### src/rtl/spy_block_loader.sv
// Spy memory block loader: stores a valid/ready word stream at consecutive spy memory
// addresses, starting at 0, while the spy buffer is in write mode. It reports how many
// words landed and the address of the last one, which the playback controller uses as
// its stop/wrap point.
module spy_block_loader #(
  parameter int unsigned DATAWIDTH      = 64,
  parameter int unsigned MEMWIDTH       = 6,
  // Encoding of the write mode on the playback bus. The other modes (none, once, loop)
  // all look the same here: "not writing".
  parameter logic [1:0]  PLAYBACK_WRITE = 2'd3
) (
  input  logic                 clock,
  input  logic                 reset,
  input  logic [1:0]           playback,
  input  logic                 load_start,
  input  logic                 s_valid,
  input  logic [DATAWIDTH:0]   s_data,
  input  logic                 s_last,
  output logic                 s_ready,
  output logic                 ram_write_enable,
  output logic [MEMWIDTH-1:0]  ram_write_addr,
  output logic [DATAWIDTH:0]   ram_write_data,
  output logic [MEMWIDTH-1:0]  load_last_addr,
  output logic [MEMWIDTH:0]    load_count,
  output logic                 busy,
  output logic                 load_done,
  output logic                 load_overflow,
  output logic                 load_abort
);

  localparam logic [MEMWIDTH-1:0] WpOne    = MEMWIDTH'(1);
  localparam logic [MEMWIDTH:0]   CntOne   = (MEMWIDTH + 1)'(1);
  // Top address; also what the playback controller treats as "idle" stop address.
  localparam logic [MEMWIDTH-1:0] AddrLast = {MEMWIDTH{1'b1}};

  typedef enum logic [1:0] {
    StIdle,
    StLoad,
    StDrain,
    StDone
  } state_e;

  state_e                state_q, state_d;
  logic [MEMWIDTH-1:0]   wp_q, wp_d;
  logic [MEMWIDTH:0]     count_q, count_d;
  logic [MEMWIDTH-1:0]   last_addr_q, last_addr_d;
  logic                  done_q, done_d;
  logic                  overflow_q, overflow_d;
  logic                  abort_q, abort_d;
  logic                  we_q, we_d;
  logic [MEMWIDTH-1:0]   waddr_q, waddr_d;
  logic [DATAWIDTH:0]    wdata_q, wdata_d;

  logic write_mode;
  logic streaming;
  logic beat;
  logic arm;
  logic wp_at_top;

  // Stream handshake and arming qualifiers, all combinational from state and mode.
  always_comb begin
    write_mode = (playback == PLAYBACK_WRITE);
    streaming  = (state_q == StLoad) || (state_q == StDrain);
    beat       = s_valid && write_mode && streaming;
    arm        = load_start && write_mode && ((state_q == StIdle) || (state_q == StDone));
    // The beat taken with the pointer at the top address is word number D.
    wp_at_top  = (wp_q == AddrLast);
  end

  // Next-state logic for the load sequencer.
  always_comb begin
    state_d = state_q;
    case (state_q)
      StIdle, StDone: begin
        if (arm) begin
          state_d = StLoad;
        end
      end
      StLoad: begin
        if (!write_mode) begin
          state_d = StIdle;
        end else if (beat) begin
          if (s_last) begin
            state_d = StDone;
          end else if (wp_at_top) begin
            state_d = StDrain;
          end
        end
      end
      StDrain: begin
        if (!write_mode) begin
          state_d = StIdle;
        end else if (beat && s_last) begin
          state_d = StDone;
        end
      end
      default: state_d = StIdle;
    endcase
  end

  // Datapath next-state: write port, pointer, count and sticky status flags.
  always_comb begin
    wp_d        = wp_q;
    count_d     = count_q;
    last_addr_d = last_addr_q;
    done_d      = done_q;
    overflow_d  = overflow_q;
    abort_d     = abort_q;
    we_d        = 1'b0;
    waddr_d     = waddr_q;
    wdata_d     = wdata_q;

    if (arm) begin
      wp_d       = '0;
      count_d    = '0;
      done_d     = 1'b0;
      overflow_d = 1'b0;
      abort_d    = 1'b0;
    end

    // Mode left write while a block was in flight; nothing is accepted this cycle.
    if (streaming && !write_mode) begin
      abort_d = 1'b1;
    end

    if (beat && (state_q == StLoad)) begin
      we_d        = 1'b1;
      waddr_d     = wp_q;
      wdata_d     = s_data;
      last_addr_d = wp_q;
      wp_d        = wp_q + WpOne;
      count_d     = count_q + CntOne;
    end

    // Beats past the memory depth are swallowed so the host stream can finish.
    if (beat && (state_q == StDrain)) begin
      overflow_d = 1'b1;
    end

    if (beat && s_last) begin
      done_d = 1'b1;
    end
  end

  // Sequencer state register.
  always_ff @(posedge clock or posedge reset) begin
    if (reset) begin
      state_q <= StIdle;
    end else begin
      state_q <= state_d;
    end
  end

  // Datapath registers; reset also kills any write registered but not yet issued.
  always_ff @(posedge clock or posedge reset) begin
    if (reset) begin
      wp_q        <= '0;
      count_q     <= '0;
      last_addr_q <= AddrLast;
      done_q      <= 1'b0;
      overflow_q  <= 1'b0;
      abort_q     <= 1'b0;
      we_q        <= 1'b0;
      waddr_q     <= '0;
      wdata_q     <= '0;
    end else begin
      wp_q        <= wp_d;
      count_q     <= count_d;
      last_addr_q <= last_addr_d;
      done_q      <= done_d;
      overflow_q  <= overflow_d;
      abort_q     <= abort_d;
      we_q        <= we_d;
      waddr_q     <= waddr_d;
      wdata_q     <= wdata_d;
    end
  end

  // Output mapping.
  always_comb begin
    s_ready          = write_mode && streaming;
    busy             = streaming;
    ram_write_enable = we_q;
    ram_write_addr   = waddr_q;
    ram_write_data   = wdata_q;
    load_last_addr   = last_addr_q;
    load_count       = count_q;
    load_done        = done_q;
    load_overflow    = overflow_q;
    load_abort       = abort_q;
  end

endmodule

### config.mk
export PLATFORM = sky130hd
export DESIGN_NAME = spy_block_loader
export DESIGN_NICKNAME = d
export VERILOG_FILES = /design/src/rtl/spy_block_loader.sv
export SDC_FILE = /design/constraint.sdc
export NUM_CORES = 1
export LEC_CHECK = 0
export CAP_MARGIN = 20
export CELL_PAD_IN_SITES_DETAIL_PLACEMENT = 1
export CELL_PAD_IN_SITES_GLOBAL_PLACEMENT = 2
export CORE_AREA = 4 4 132 134
export CTS_CLUSTER_SIZE = 24
export DETAILED_ROUTE_END_ITERATION = 8
export DIE_AREA = 0 0 136 138
export GPL_TIMING_DRIVEN = 0
export PLACE_DENSITY = 0.83
export RECOVER_POWER = 50
export SETUP_SLACK_MARGIN = 0.02
export SLEW_MARGIN = 20
export SYNTH_ARGS = -nofsm -noshare
export SYNTH_HDL_FRONTEND = slang
export SYNTH_SLANG_ARGS = --single-unit
### constraint.sdc
create_clock -name clock -period 3.7 [get_ports clock]
set_input_delay 0.37 -clock clock [delete_from_list [all_inputs] [get_ports clock]]
set_output_delay 0.37 -clock clock [all_outputs]
set_load 0.01 [all_outputs]
# --- Word level (Yosys, flattened, before mapping) ---
# Index checks and enable logic that the tools add are counted.
classes:
  muxes: 17
  n_eq_ne: 9
  n_reduce_logical: 19
  add_sub_neg: 2
op_table:
  columns: ["operator", "count"]
  rows:
  - ["2-bit 2-to-1 mux", 7]
  - ["7-bit 2-to-1 mux", 2]
  - ["6-bit 2-to-1 mux", 2]
  - ["1-bit logical AND", 9]
  - ["2-bit nonzero test", 4]
  - ["7-bit by 1-bit adder with 7-bit output, second input constant", 1]
  - ["6-bit by 1-bit adder with 6-bit output, second input constant", 1]
  - ["2-bit == test, second input constant", 3]
  - ["6-bit == test, second input constant", 1]
  - ["2-bit one-hot mux with 3 select lines", 1]
  - ["1-bit 2-to-1 mux", 5]
  - ["4-bit != test, second input constant", 1]
  - ["4-bit AND reduction", 1]
  - ["3-bit by 2-bit != test with 1-bit output, second input constant", 1]
  - ["3-bit != test, second input constant", 1]
  - ["2-bit by 1-bit == test with 1-bit output, second input constant", 1]
  - ["2-bit zero test", 1]
  - ["1-bit logical OR", 2]
  - ["2-bit != test, second input constant", 1]
  - ["2-bit OR reduction", 1]
  - ["1-bit zero test", 1]
totals:
  in_bits: 72
  elab_cells: 57
  output_inout_bits: 90
  reg_bits: 96

# --- Depth between registers and ports, before layout ---
# Gate-level depths: netlist (run 1).
logic_depth:
  word_depth: 7
  mapped_depth: 8
  mapped_depth_nobuf: 7

# --- Worst setup path after synthesis (run 1) ---
# No wires, ideal clock.
synth_timing:
  path_type: "register -> register"
  startpoint: "register state_q[0]"
  endpoint: "register state_q[0]"
  arrival_ns: 1.465
  path_buffers: 0
  period_less_slack_ns: 1.589
  setup_slack_ns: 2.111
  path_stages_with_launch: 7
  cell_sequence: "dfrtp_1 -> inv_1 -> ha_1 -> nand4b_1 -> o2111ai_1 -> nand3_1 -> mux2_2"
synth_via:
  elab_chain_len: 6
synth_lines:
  columns: ["element", "line", "source"]
  rows:
  - ["from (decl)", "43", "state_e state_q, state_d;"]
  - ["from (signal assigned)", "148", "state_q <= StIdle;"]
  - ["from (signal assigned)", "150", "state_q <= state_d;"]
  - ["2-bit by 1-bit == test with 1-bit output or 2-bit == test (tied branches)", "63, 73", null]
  - ["1-bit logical OR", "63", "streaming = (state_q == StLoad) || (state_q == StDrain);"]
  - ["1-bit logical AND", "64", "beat = s_valid && write_mode && streaming;"]
  - ["1-bit logical AND", "93", "end else if (beat && s_last) begin"]
  - ["3-bit by 2-bit != test with 1-bit output (no line)", null, null]
  - ["4-bit AND reduction (no line)", null, null]
# Parallel ways exist; a longest one is shown, timed or not.
# A chain may end at the register's enable or synchronous reset.

# --- Worst setup path in the final report (run 1) ---
layout_timing:
  startpoint: "register state_q[0]"
  endpoint: "output port s_ready"
layout_via:
  elab_chain_len: 3
layout_lines:
  columns: ["element", "line", "source"]
  rows:
  - ["2-bit by 1-bit == test with 1-bit output or 2-bit == test (tied branches)", "63", null]
  - ["1-bit logical OR *", "63", null]
  - ["1-bit logical AND *", "181", "s_ready = write_mode && streaming;"]
  - ["to (decl)", "19", "output logic s_ready,"]
# Every way passes the cells marked *; elsewhere a longest branch is shown, timed or not.

==> impl_results.rst, run 1 <==
.. list-table::
   :header-rows: 1

   * - Metric
     - Value
   * - Via count
     - 3471
   * - Avg Cell Area, Syn
     - 9.059 um2
   * - Run status
     - complete, but fails checks
   * - Placeable core region
     - 0.01629 mm2
   * - # H-tree levels
     - 3
   * - CTS tree
     - done
   * - Overall die width
     - 136 um
   * - Die height
     - 138 um
   * - Number of buffers inserted during clock tree synthesis
     - 9
   * - Count of standard-cell rows
     - 47
   * - Top area cells in the synthesized netlist
     - dfrtp_1 (59%), nand2_1 (23%), dfstp_2 (4.1%)
   * - Cells after DPL
     - 803
   * - Overall routed net length
     - 12300 um
   * - Cells after synthesis
     - 421
   * - Synthesis-to-finish area growth
     - 58.96%
   * - Clock period minus worst slack
     - 2299 ps
   * - Residual DRC
     - 0
   * - Cell area after layout
     - 0.006062 mm2
   * - Setup tns final
     - 0 ps
   * - Final worst-path setup slack
     - 1401 ps
   * - FILL cells
     - 1899
   * - Hold WC Path Type
     - flop to flop
   * - Cts hold-fix bufs
     - 0
   * - Critical Setup Path Class
     - flop to output port
   * - Synth warn
     - 0
   * - Nature of the critical path endpoint
     - output port
   * - Transition time at the pin with the least slew margin
     - 2216 ps
   * - DR WL/cell
     - 15.02 um
   * - Hold violation count in the final report
     - 0
   * - Max Transition Viols Final
     - 46
   * - Netlist area before placement
     - 0.003814 mm2
   * - Drt first pass iters
     - 4
   * - Leak pwr
     - 2.952 nW
   * - Drt first-iter violations
     - 65
   * - Clock latency on the worst-skew pair
     - 340 ps
   * - Critical Path Start Type
     - flop
   * - Count of antenna diodes in the layout
     - 0
   * - Worst hold slack across all endpoints
     - 457.7 ps
   * - Number of antenna-violating nets in the routed design
     - 0
   * - Worst VDD drop
     - 219.3 uV
   * - Share of the clock period used by the worst path
     - 62.14%
   * - Failing checks
     - capacitance limit, slew limit
   * - Count of state elements after synthesis
     - 96
   * - Power density cells
     - 736.0 mW/mm2
   * - Cell taking the most area after synthesis
     - dfrtp_1
   * - Starting density of the core
     - 23.41%
   * - Clock Root Buffer
     - clkbuf_16
   * - Ratio of cells with drive above 1 in the final layout
     - 6.511%
   * - RSZ-0062 raised after global routing
     - false
   * - Post-Place Worst Slack
     - 1313 ps
   * - Number of resized instances in the post-cts repair step
     - 0
   * - Global-route wire length before repair
     - 20090 um
   * - Count of buffers added by post-CTS timing repair for setup
     - 0
   * - Post-route core utilization
     - 37.21%
   * - Number of enable flip-flop cells after synthesis
     - 0
   * - DR vias/cell
     - 4.238
   * - Placer's final routability congestion estimate
     - 0.7121
   * - Max Clock Skew
     - 6.328 ps
   * - Initial antenna violation count
     - 0
   * - GRT Resource Usage Total
     - 13.31%
   * - Number of non-filler instances in the completed layout
     - 819
   * - Fin nets
     - 670
   * - Clock slew at reported path FFs
     - 70 ps
   * - Ports placed on the boundary
     - 162
   * - Arrival @ worst endpoint
     - 1930 ps
   * - Final Setup Violations
     - 0
   * - Post-synthesis cell type count
     - 26
   * - CTS Buffer Depth
     - 2
   * - Net count after synthesis
     - 497
   * - Area share of the leading cell type in the synthesized netlist
     - 59.06%
   * - Most instantiated cells after synthesis
     - nand2_1 (235), dfrtp_1 (90), o21ai_0 (13), buf_2 (12), nor2_1 (9)
   * - Most instantiated library cell after synthesis
     - nand2_1
   * - Post-layout power
     - 4.461 mW
   * - Required time of the critical path
     - 3330 ps
   * - Remaining Overflow, GRT
     - 0
   * - Cell Area, Placed
     - 0.005733 mm2
   * - Post-synthesis async set-or-reset flop share
     - 100.0%
   * - Number of clock sinks
     - 96
   * - Sequential element share of the synthesized area
     - 63.19%
   * - PortBufs
     - 161
   * - Slew HR
     - -48.57%
   * - Top achievable clock speed
     - 434.9 MHz
   * - Number of global-route vias before repair
     - 3839
   * - HPWL after DPL
     - 9272 um
   * - Maximum number of pins on one net before global-route repair
     - 52
   * - Count of max-cap constraint violations
     - 1
   * - Floorplan die area
     - 0.01877 mm2
   * - Top FF cell, synth
     - dfrtp_1
   * - Biggest fanout along the worst timing path
     - 6
worst max-delay path, stage by stage, from the launching register on:
cell             delay [ps]
dfrtp_1                 370
inv_1                    50
ha_1                    370
nor2_1                  220
clkdlybuf4s50_1         570
final timing paths:
kind | start | slack, ps | to | depth (start not counted)
hold reg to reg | load_last_addr[3]$_DFFE_PP1P_ | 460 | load_last_addr[3]$_DFFE_PP1P_ | 2
setup reg to reg | state_q[1]$_DFFE_PP0P_ | 1670 | load_count[4]$_DFFE_PP0P_ | 8
setup / recovery | state_q[0]$_DFFE_PP0P_ | 1400 | s_ready | 4
hold / removal | load_last_addr[3]$_DFFE_PP1P_ | 460 | load_last_addr[3]$_DFFE_PP1P_ | 2
max in group asynchronous | reset | 1590 | load_last_addr[1]$_DFFE_PP1P_ | 3
min in group asynchronous | reset | 1080 | ram_write_data[18]$_DFFE_PP0P_ | 2
power breakdown:
| part | switching, mW | total, mW | internal (mW) |
|---|---|---|---|
| clock | 0.402 | 1.03 | 0.631 |
| combinational | 0.810 | 1.71 | 0.904 |
| sequential | 0.243 | 1.71 | 1.47 |
layout by cell type, fill, tap and decap left out, drive strengths merged, types with 6 or more instances in the layout:
cell type      instances
a31oi                  6
buf                   13
clkbuf                18
clkdlybuf4s50        118
dfrtp                 90
dfstp                  6
dlygate4sd3           43
nand2                235
nand3                  6
nor2                   9
o21ai                 21
sequential cells by signal (all words and copies together), names as in the netlist:
name and count:
state_q 2, load_count 7, load_abort 1, ram_write_addr 6, wp_q 6, ram_write_data 65, load_last_addr 6, load_overflow 1
ram_write_enable 1, load_done 1
kinds of logic (layout without fill, tap and decap cells):
kind of cell               count (synthesis)  after routing  share of synthesized area [%]
muxes                                      2              2                         0.5577
adders and majority gates                  4              4                          1.312
xor gates and xnor gates                   2              2                         0.4594
DFF                                       96             96                          63.19
AOI/OAI and AO/OA                         34             34                          5.118
buffers and inverters                     23            201                          2.657
and+or+nand+nor                          260            260                          26.71
cell type report:
class                           count  area, um2  share of cell area [%]
Sequential cell                    96       2410                   39.75
Timing Repair Buffer              162       1639                   27.04
Multi-Input combinational cell    302       1303                   21.49
Tap cell                          220      275.3                   4.541
Clock buffer                       12      256.5                   4.231
Buffer                             18      82.58                   1.362
Clock inverter                      4      76.32                   1.259
Inverter                            5      20.02                  0.3302
per-layer routing:
layer / up-vias / part of all wire (%) / track usage (%)
met5: - / 0 / 0
met4: 0 / 1.3 / 4.456
met3: 11 / 5.0 / 3.089
met2: 91 / 48 / 21.93
met1: 1692 / 45 / 17.19
li1: 1677 / - / -
(Power assumes the default switching activity.)
==> inputs of run 2 (changes only) <==
- CORE_AREA: 4 4 132 134 -> 4 4 140 142
- DIE_AREA: 0 0 136 138 -> 0 0 144 146
- PLACE_DENSITY: 0.83 -> 0.78
- clock period: 3.7 -> 2 ns (I/O delays scaled with it)
==> run 2 against run 1 <==
Effect of this change: the flow now finishes without violations; core utilization down 4.1 points; via count up 0.40%; non-clock buffer count rose by 5; global-route usage shrank 0.90 points; critical path type is now flop to flop; highest routed layer unchanged.
==> impl_results.rst, run 2 (synthesis results as in run 1) <==
.. list-table::
   :header-rows: 1

   * - Metric
     - Value
   * - Run status
     - finished, final reports clean
   * - Leak pwr
     - 2.963 nW (+0.37%)
   * - Share of the clock period used by the worst path
     - 88.79%
   * - Worst min-delay path endpoint
     - ram_write_data[51]$_DFFE_PP0P_
   * - Ratio of cells with drive above 1 in the final layout
     - 7.450% (+0.94 points)
   * - Cts hold-fix bufs
     - 0 (unchanged)
   * - Nature of the critical path endpoint
     - flop
   * - Count of standard-cell rows
     - 50 (+6.4%)
   * - Bufs and invs on worst path
     - 3 (+1)
   * - Power density cells
     - 1330 mW/mm2 (+81%)
   * - Largest incremental delay on the critical path
     - 390 ps (-180 ps)
   * - Critical Path Start Type
     - flop
   * - Top achievable clock speed
     - 563.1 MHz
   * - Starting density of the core
     - 20.66% (-2.7 points)
   * - PortBufs
     - 161 (unchanged)
   * - Number of antenna-violating nets in the routed design
     - 0 (unchanged)
   * - Floorplan die area
     - 0.02102 mm2 (+12%)
   * - Post-layout power
     - 8.122 mW (+82%)
   * - Placeable core region
     - 0.01846 mm2 (+13%)
   * - Worst Hold Depth
     - 3 (+1)
   * - Maximum number of pins on one net before global-route repair
     - 34 (-35%)
   * - Max Clock Skew
     - 8.035 ps (+1.707 ps)
   * - GRT Resource Usage Total
     - 12.41% (-0.90 points)
   * - Arrival @ worst endpoint
     - 2000 ps (+70 ps)
   * - CTS tree
     - done
   * - Reg-to-reg critical path endpoint
     - load_count[4]$_DFFE_PP0P_
   * - Transition time at the pin with the least slew margin
     - 899.0 ps (-1317 ps)
   * - Die height
     - 146 um (+5.8%)
   * - Clock period minus worst slack
     - 1776 ps
   * - # H-tree levels
     - 3 (unchanged)
   * - Count of antenna diodes in the layout
     - 0 (unchanged)
   * - Hold violation count in the final report
     - 0 (unchanged)
   * - Worst VDD drop
     - 471.0 uV (+110%)
   * - Residual DRC
     - 0 (unchanged)
   * - Clock Root Buffer
     - clkbuf_16
   * - Required time of the critical path
     - 2220 ps (-1110 ps)
   * - Max Transition Viols Final
     - 0 (-100%)
   * - Hold WC Path Type
     - input port to flop
   * - Number of buffers inserted during clock tree synthesis
     - 9 (unchanged)
   * - Cell occurring most often along the worst timing path
     - o21ai_1
   * - Start of the worst register-to-register path
     - state_q[1]$_DFFE_PP0P_
   * - Clock slew at reported path FFs
     - 70 ps (about the same)
   * - Synthesis-to-finish area growth
     - 60.14%
   * - Setup slack of the most critical reg-to-reg path
     - 220 ps (-1450 ps)
   * - Drt first pass iters
     - 4 (unchanged)
   * - HPWL after DPL
     - 9893 um (+6.7%)
   * - Post-Place Worst Slack
     - -337.1 ps (-1650 ps)
   * - Final worst-path setup slack
     - 224.1 ps (-1177 ps)
   * - Remaining Overflow, GRT
     - 0 (unchanged)
   * - Global-route wire length before repair
     - 20760 um (+3.3%)
   * - Critical Setup Path Class
     - flop to flop
   * - Fin nets
     - 675 (+0.75%)
   * - RSZ-0062 raised after global routing
     - false
   * - Count of max-cap constraint violations
     - 0 (-1)
   * - CTS Buffer Depth
     - 2 (unchanged)
   * - Number of global-route vias before repair
     - 3911 (+1.9%)
   * - DR WL/cell
     - 15.22 um (+1.3%)
   * - DR vias/cell
     - 4.159 (-1.9%)
   * - CP top delay family
     - buffers and inverters
   * - Via count
     - 3485 (+0.40%)
   * - Slowest-stage cell, CP
     - dfrtp_1
   * - Overall die width
     - 144 um (+5.9%)
   * - Ports placed on the boundary
     - 162 (unchanged)
   * - Cells along the critical path
     - inv_1 > ha_1 > nand4_4 > inv_6 > a31oi_2 > buf_2 > o21ai_1 > o21ai_1
   * - Final Setup Violations
     - 0 (unchanged)
   * - Overall routed net length
     - 12750 um (+3.7%)
   * - Most frequent standard cell in the layout excluding fill and tap cells
     - nand2_1
   * - Hold path startpoint
     - s_data[51]
   * - Clock latency on the worst-skew pair
     - 340 ps (about the same)
   * - Initial antenna violation count
     - 0 (unchanged)
   * - Biggest fanout along the worst timing path
     - 10 (+4)
   * - Slew HR
     - 39.74% (+88 points)
   * - Number of clock sinks
     - 96 (unchanged)
   * - Commonest cells after routing, fill and taps aside
     - nand2_1 (235), clkdlybuf4s50_1 (116), dfrtp_1 (90), dlygate4sd3_1 (43), o21ai_0 (13)
   * - Placer's final routability congestion estimate
     - 0.7445 (+4.5%)
   * - FILL cells
     - 2117 (+11%)
   * - Worst reg-to-reg path cell count
     - 8 (unchanged)
   * - Max FFs per register
     - 65 (unchanged)
   * - Drt first-iter violations
     - 134 (+110%)
-- run 2: changes by cell type in the layout (fill, tap and decap cells not counted), sizes merged --
| cell | before | now |
|---|---|---|
| clkbuf | 18 | 19 |
| clkdlybuf4s50 | 118 | 116 |
| buf | 13 | 16 |
| clkinv | 1 | 3 |
| dlygate4sd2 | 0 | 2 |
| bufinv | 2 | 1 |
-- run 2: cell type report --
cell class | count | area [um2] | area share [%]
Multi-Input combinational cell | 302 | 1314 | 21.51
Tap cell | 234 | 292.8 | 4.794
Sequential cell | 96 | 2410 | 39.46
Clock buffer | 11 | 242.7 | 3.975
Timing Repair Buffer | 167 | 1684 | 27.58
Buffer | 18 | 82.58 | 1.352
Inverter | 5 | 25.02 | 0.4098
Clock inverter | 5 | 56.30 | 0.9219
-- run 2: worst reg2reg max path, cell delays in order, from the launching register on --
cell	delay [ps]
dfrtp_1	390
inv_1	90
ha_1	250
nand4_4	200
inv_6	180
a31oi_2	80
buf_2	220
o21ai_1	150
o21ai_1	90
-- run 2: where the power goes --
group / leakage (nW) / switching [mW] / internal [mW]
sequential: 1.21 / 0.451 / 2.72
clock: 0.145 / 0.746 / 1.00
combinational: 1.61 / 1.53 / 1.68
-- run 2: layer usage --
metal / routed length [um] / part of all wire, % / up-vias / GRT usage [%]
li1: - / - / 1687 / -
met1: 5548 / 44 / 1706 / 15.47
met2: 6470 / 51 / 78 / 21.18
met3: 569 / 4.5 / 14 / 3.122
met4: 165 / 1.3 / 0 / 3.437
met5: 0 / 0 / - / 0
-- run 2: what timing repair did --
action / CTS / global route
setup endpoints to repair: 92 / 10
gates resized for setup: 6 / 1
pin swaps: 0 / 1
setup buffers: 0 / 3
-- run 2: worst max-delay path by stage --
stage,startpoint,slack (ps),endpoint,depth (start not counted)
after floorplan,state_q[0]$_DFFE_PP0P_,410,state_q[0]$_DFFE_PP0P_,6
after global placement,reset,-450,ram_write_data[48]$_DFFE_PP0P_,2
after detailed placement,s_valid,-340,load_count[4]$_DFFE_PP0P_,7
after CTS,state_q[1]$_DFFE_PP0P_,20,load_count[4]$_DFFE_PP0P_,8
after global routing,state_q[1]$_DFFE_PP0P_,70,load_count[4]$_DFFE_PP0P_,8
final,state_q[1]$_DFFE_PP0P_,220,load_count[4]$_DFFE_PP0P_,8
-- run 2: through the flow --
stage	setup TNS (ps)	hold WS, ps	cells	util [%]	instance area (um2)
2_1_floorplan	0	305.4	421	-	3817
5_1_grt	0	375.8	838	33.09	6107
6_report	0	386.3	838	33.09	6107
3_3_place_gp	-54490	448.0	816	31.00	5722
3_5_place_dp	-14180	453.2	819	31.37	5789
4_1_cts	0	232.4	835	33.05	6100
==> inputs of run 3 (changes only) <==
- CTS_BUF_LIST: default -> sky130_fd_sc_hd__clkbuf_8 sky130_fd_sc_hd__clkbuf_16
==> run 3 against run 2 <==
Effect of this change: sequential share of layout area is the same; hold slack is the same; count of clock-buffer cells in the layout shrank 1; critical endpoint unchanged; final cell count is the same; flip-flop and latch count is the same; combinational power is essentially flat; total power is essentially flat; fmax is the same; critical path type unchanged; core utilization is the same.
==> impl_results.rst, run 3 (synthesis results as in run 1) <==
.. list-table::
   :header-rows: 1

   * - Metric
     - Value
   * - Run status
     - finished, final reports clean
   * - Via count
     - 3485 (unchanged)
   * - Final Setup Violations
     - 0 (unchanged)
   * - Nature of the critical path endpoint
     - flop
   * - Worst VDD drop
     - 471.6 uV (+0.14%)
   * - Area occupied by multi-input gates
     - 0.001314 mm2 (unchanged)
   * - Clock period minus worst slack
     - 1776 ps (unchanged)
   * - Arrival @ worst endpoint
     - 2000 ps (about the same)
   * - Number of clock sinks
     - 96 (unchanged)
   * - Number of global-route vias before repair
     - 3911 (unchanged)
   * - DR vias/cell
     - 4.159 (unchanged)
   * - Share of total power in combinational logic
     - 39.4% (about the same)
   * - Floorplan die area
     - 0.02102 mm2 (unchanged)
   * - Slew HR
     - 39.74% (unchanged)
   * - Initial antenna violation count
     - 0 (unchanged)
   * - Cell occurring most often along the worst timing path
     - o21ai_1
   * - Post-Place Worst Slack
     - -337.1 ps (unchanged)
   * - CP top delay family
     - buffers and inverters
   * - FILL cells
     - 2117 (unchanged)
   * - Global-route wire length before repair
     - 20760 um (unchanged)
   * - P_sw
     - 2.723 mW (about the same)
   * - Synthesis-to-finish area growth
     - 60.14% (unchanged)
   * - Hold violation count in the final report
     - 0 (unchanged)
   * - Count of max-cap constraint violations
     - 0 (unchanged)
   * - Share of total power in sequential cells
     - 39.1% (about the same)
   * - Drt first-iter violations
     - 133 (-0.75%)
   * - Cts hold-fix bufs
     - 0 (unchanged)
   * - Critical Path Start Type
     - flop
   * - Max Transition Viols Final
     - 0 (unchanged)
   * - CTS Buffer Depth
     - 2 (unchanged)
   * - Critical Setup Path Class
     - flop to flop
   * - Cells along the critical path
     - inv_1 > ha_1 > nand4_4 > inv_6 > a31oi_2 > buf_2 > o21ai_1 > o21ai_1
   * - Bufs and invs on worst path
     - 3 (unchanged)
   * - Slowest-stage cell, CP
     - dfrtp_1
   * - CTS tree
     - done
   * - Number of antenna-violating nets in the routed design
     - 0 (unchanged)
   * - Count of standard-cell rows
     - 50 (unchanged)
   * - Number of buffers inserted during clock tree synthesis
     - 9 (unchanged)
   * - DR WL/cell
     - 15.22 um (about the same)
   * - Max Clock Skew
     - 8.035 ps (unchanged)
   * - Clock Root Buffer
     - clkbuf_16
   * - Drt first pass iters
     - 4 (unchanged)
   * - Overall die width
     - 144 um (unchanged)
   * - Transition time at the pin with the least slew margin
     - 899.0 ps (unchanged)
   * - # H-tree levels
     - 3 (unchanged)
   * - Hold WC Path Type
     - input port to flop
   * - Residual DRC
     - 0 (unchanged)
   * - Remaining Overflow, GRT
     - 0 (unchanged)
   * - Share of the clock period used by the worst path
     - 88.79% (unchanged)
   * - Post-route core utilization
     - 33.09% (unchanged)
   * - Most frequent standard cell in the layout excluding fill and tap cells
     - nand2_1
   * - Clock latency on the worst-skew pair
     - 340 ps (about the same)
   * - Cell area after layout
     - 0.006107 mm2 (unchanged)
   * - Biggest fanout along the worst timing path
     - 10 (unchanged)
   * - Overall routed net length
     - 12760 um (about the same)
   * - Max FFs per register
     - 65 (unchanged)
   * - Placeable core region
     - 0.01846 mm2 (unchanged)
   * - Largest incremental delay on the critical path
     - 390 ps (about the same)
   * - Die height
     - 146 um (unchanged)
   * - Power Internal
     - 5.394 mW (about the same)
   * - Combined flip-flop and latch cell area
     - 0.002410 mm2 (unchanged)
   * - Final worst-path setup slack
     - 224.1 ps (unchanged)
   * - Fin nets
     - 675 (unchanged)
   * - Placer's final routability congestion estimate
     - 0.7445 (unchanged)
   * - Part of the power in the clock network
     - 21.5% (about the same)
   * - Switching fraction of total power
     - 33.54% (about the same)
   * - Count of antenna diodes in the layout
     - 0 (unchanged)
   * - PortBufs
     - 161 (unchanged)
   * - Starting density of the core
     - 20.66% (unchanged)
   * - Worst hold slack across all endpoints
     - 386.3 ps (unchanged)
   * - HPWL after DPL
     - 9893 um (unchanged)
   * - Leak pwr
     - 2.967 nW (+0.14%)
   * - Ports placed on the boundary
     - 162 (unchanged)
   * - Power density cells
     - 1329 mW/mm2 (about the same)
   * - Number of non-filler instances in the completed layout
     - 838 (unchanged)
   * - RSZ-0062 raised after global routing
     - false
   * - Cells after DPL
     - 819 (unchanged)
   * - GRT Resource Usage Total
     - 12.41% (unchanged)
   * - Cell Area, Placed
     - 0.005789 mm2 (unchanged)
   * - Maximum number of pins on one net before global-route repair
     - 34 (unchanged)
   * - Clock slew at reported path FFs
     - 70 ps (about the same)
   * - Commonest cells after routing, fill and taps aside
     - nand2_1 (235), clkdlybuf4s50_1 (116), dfrtp_1 (90), dlygate4sd3_1 (43), o21ai_0 (13)
   * - Ratio of cells with drive above 1 in the final layout
     - 7.450% (unchanged)
   * - Required time of the critical path
     - 2220 ps (about the same)
   * - Top achievable clock speed
     - 563.1 MHz (unchanged)
==> run 3: cell types whose count changed in the layout (fill, tap and decap cells not counted) <==
cell      delta
clkbuf_1     -1
inv_1        +1
==> run 3: path summary, 6_finish.rpt <==
path | startpoint | end | slack (ps) | cells past startpoint
worst max-delay path | state_q[1]$_DFFE_PP0P_ | load_count[4]$_DFFE_PP0P_ | 220 | 8
worst min-delay path | s_data[51] | ram_write_data[51]$_DFFE_PP0P_ | 390 | 3
worst max register to register | state_q[1]$_DFFE_PP0P_ | load_count[4]$_DFFE_PP0P_ | 220 | 8
worst min register to register | load_last_addr[2]$_DFFE_PP1P_ | load_last_addr[2]$_DFFE_PP1P_ | 460 | 2
max in group asynchronous | reset | ram_write_data[39]$_DFFE_PP0P_ | 390 | 3
min in group asynchronous | reset | ram_write_data[6]$_DFFE_PP0P_ | 460 | 2
==> run 3: through the flow <==
stage / TNS (ps) / power [mW]
finish: 0 / 8.117
global route: 0 / 8.728
CTS: 0 / 8.463
detailed placement: -14180 / 6.649
global placement: -54490 / 6.479
floorplan: 0 / 4.487
==> run 3: layer usage <==
layer	GRT usage [%]	up-vias	share of wire (%)	routed length, um
met5	0	-	0	0
met3	3.122	14	4.5	569
li1	-	1687	-	-
met2	21.18	78	51	6470
met1	15.47	1706	44	5549
met4	3.437	0	1.3	165
==> run 3: repair_timing <==
item,in CTS,in global routing
gates cloned,0,0
pin swaps,0,1
buffers inserted,0,3
gates resized for setup,6,1
endpoints found under the setup margin,92,10
==> run 3: cell type report <==
type / count / area share [%]
plain buffers: 18 / 1.352
well taps: 234 / 4.794
inverters: 5 / 0.4098
repair buffers: 167 / 27.58
multi-input cells: 302 / 21.51
clock inverters: 6 / 0.9834
flip-flops and latches: 96 / 39.46
clock buffers: 10 / 3.913
==> run 3: worst register-to-register path: cells and delay by family, from the launching register on <==
family | cells | cell delay (ps)
buffers and inverters | 3 | 490
flip-flops | 1 | 390
AO/OA/AOI/OAI | 3 | 320
adder cells (fa/ha/maj) | 1 | 250
AND/OR/NAND/NOR | 1 | 200
==> run 3: power groups by stage <==
stage	sequential (mW)	combinational (mW)	clock [mW]
2_1_floorplan	3.51	0.974	0
3_3_place_gp	3.20	3.28	0
3_5_place_dp	3.24	3.41	0
4_1_cts	3.21	3.43	1.83
5_1_grt	3.29	3.53	1.91
6_report	3.17	3.20	1.74
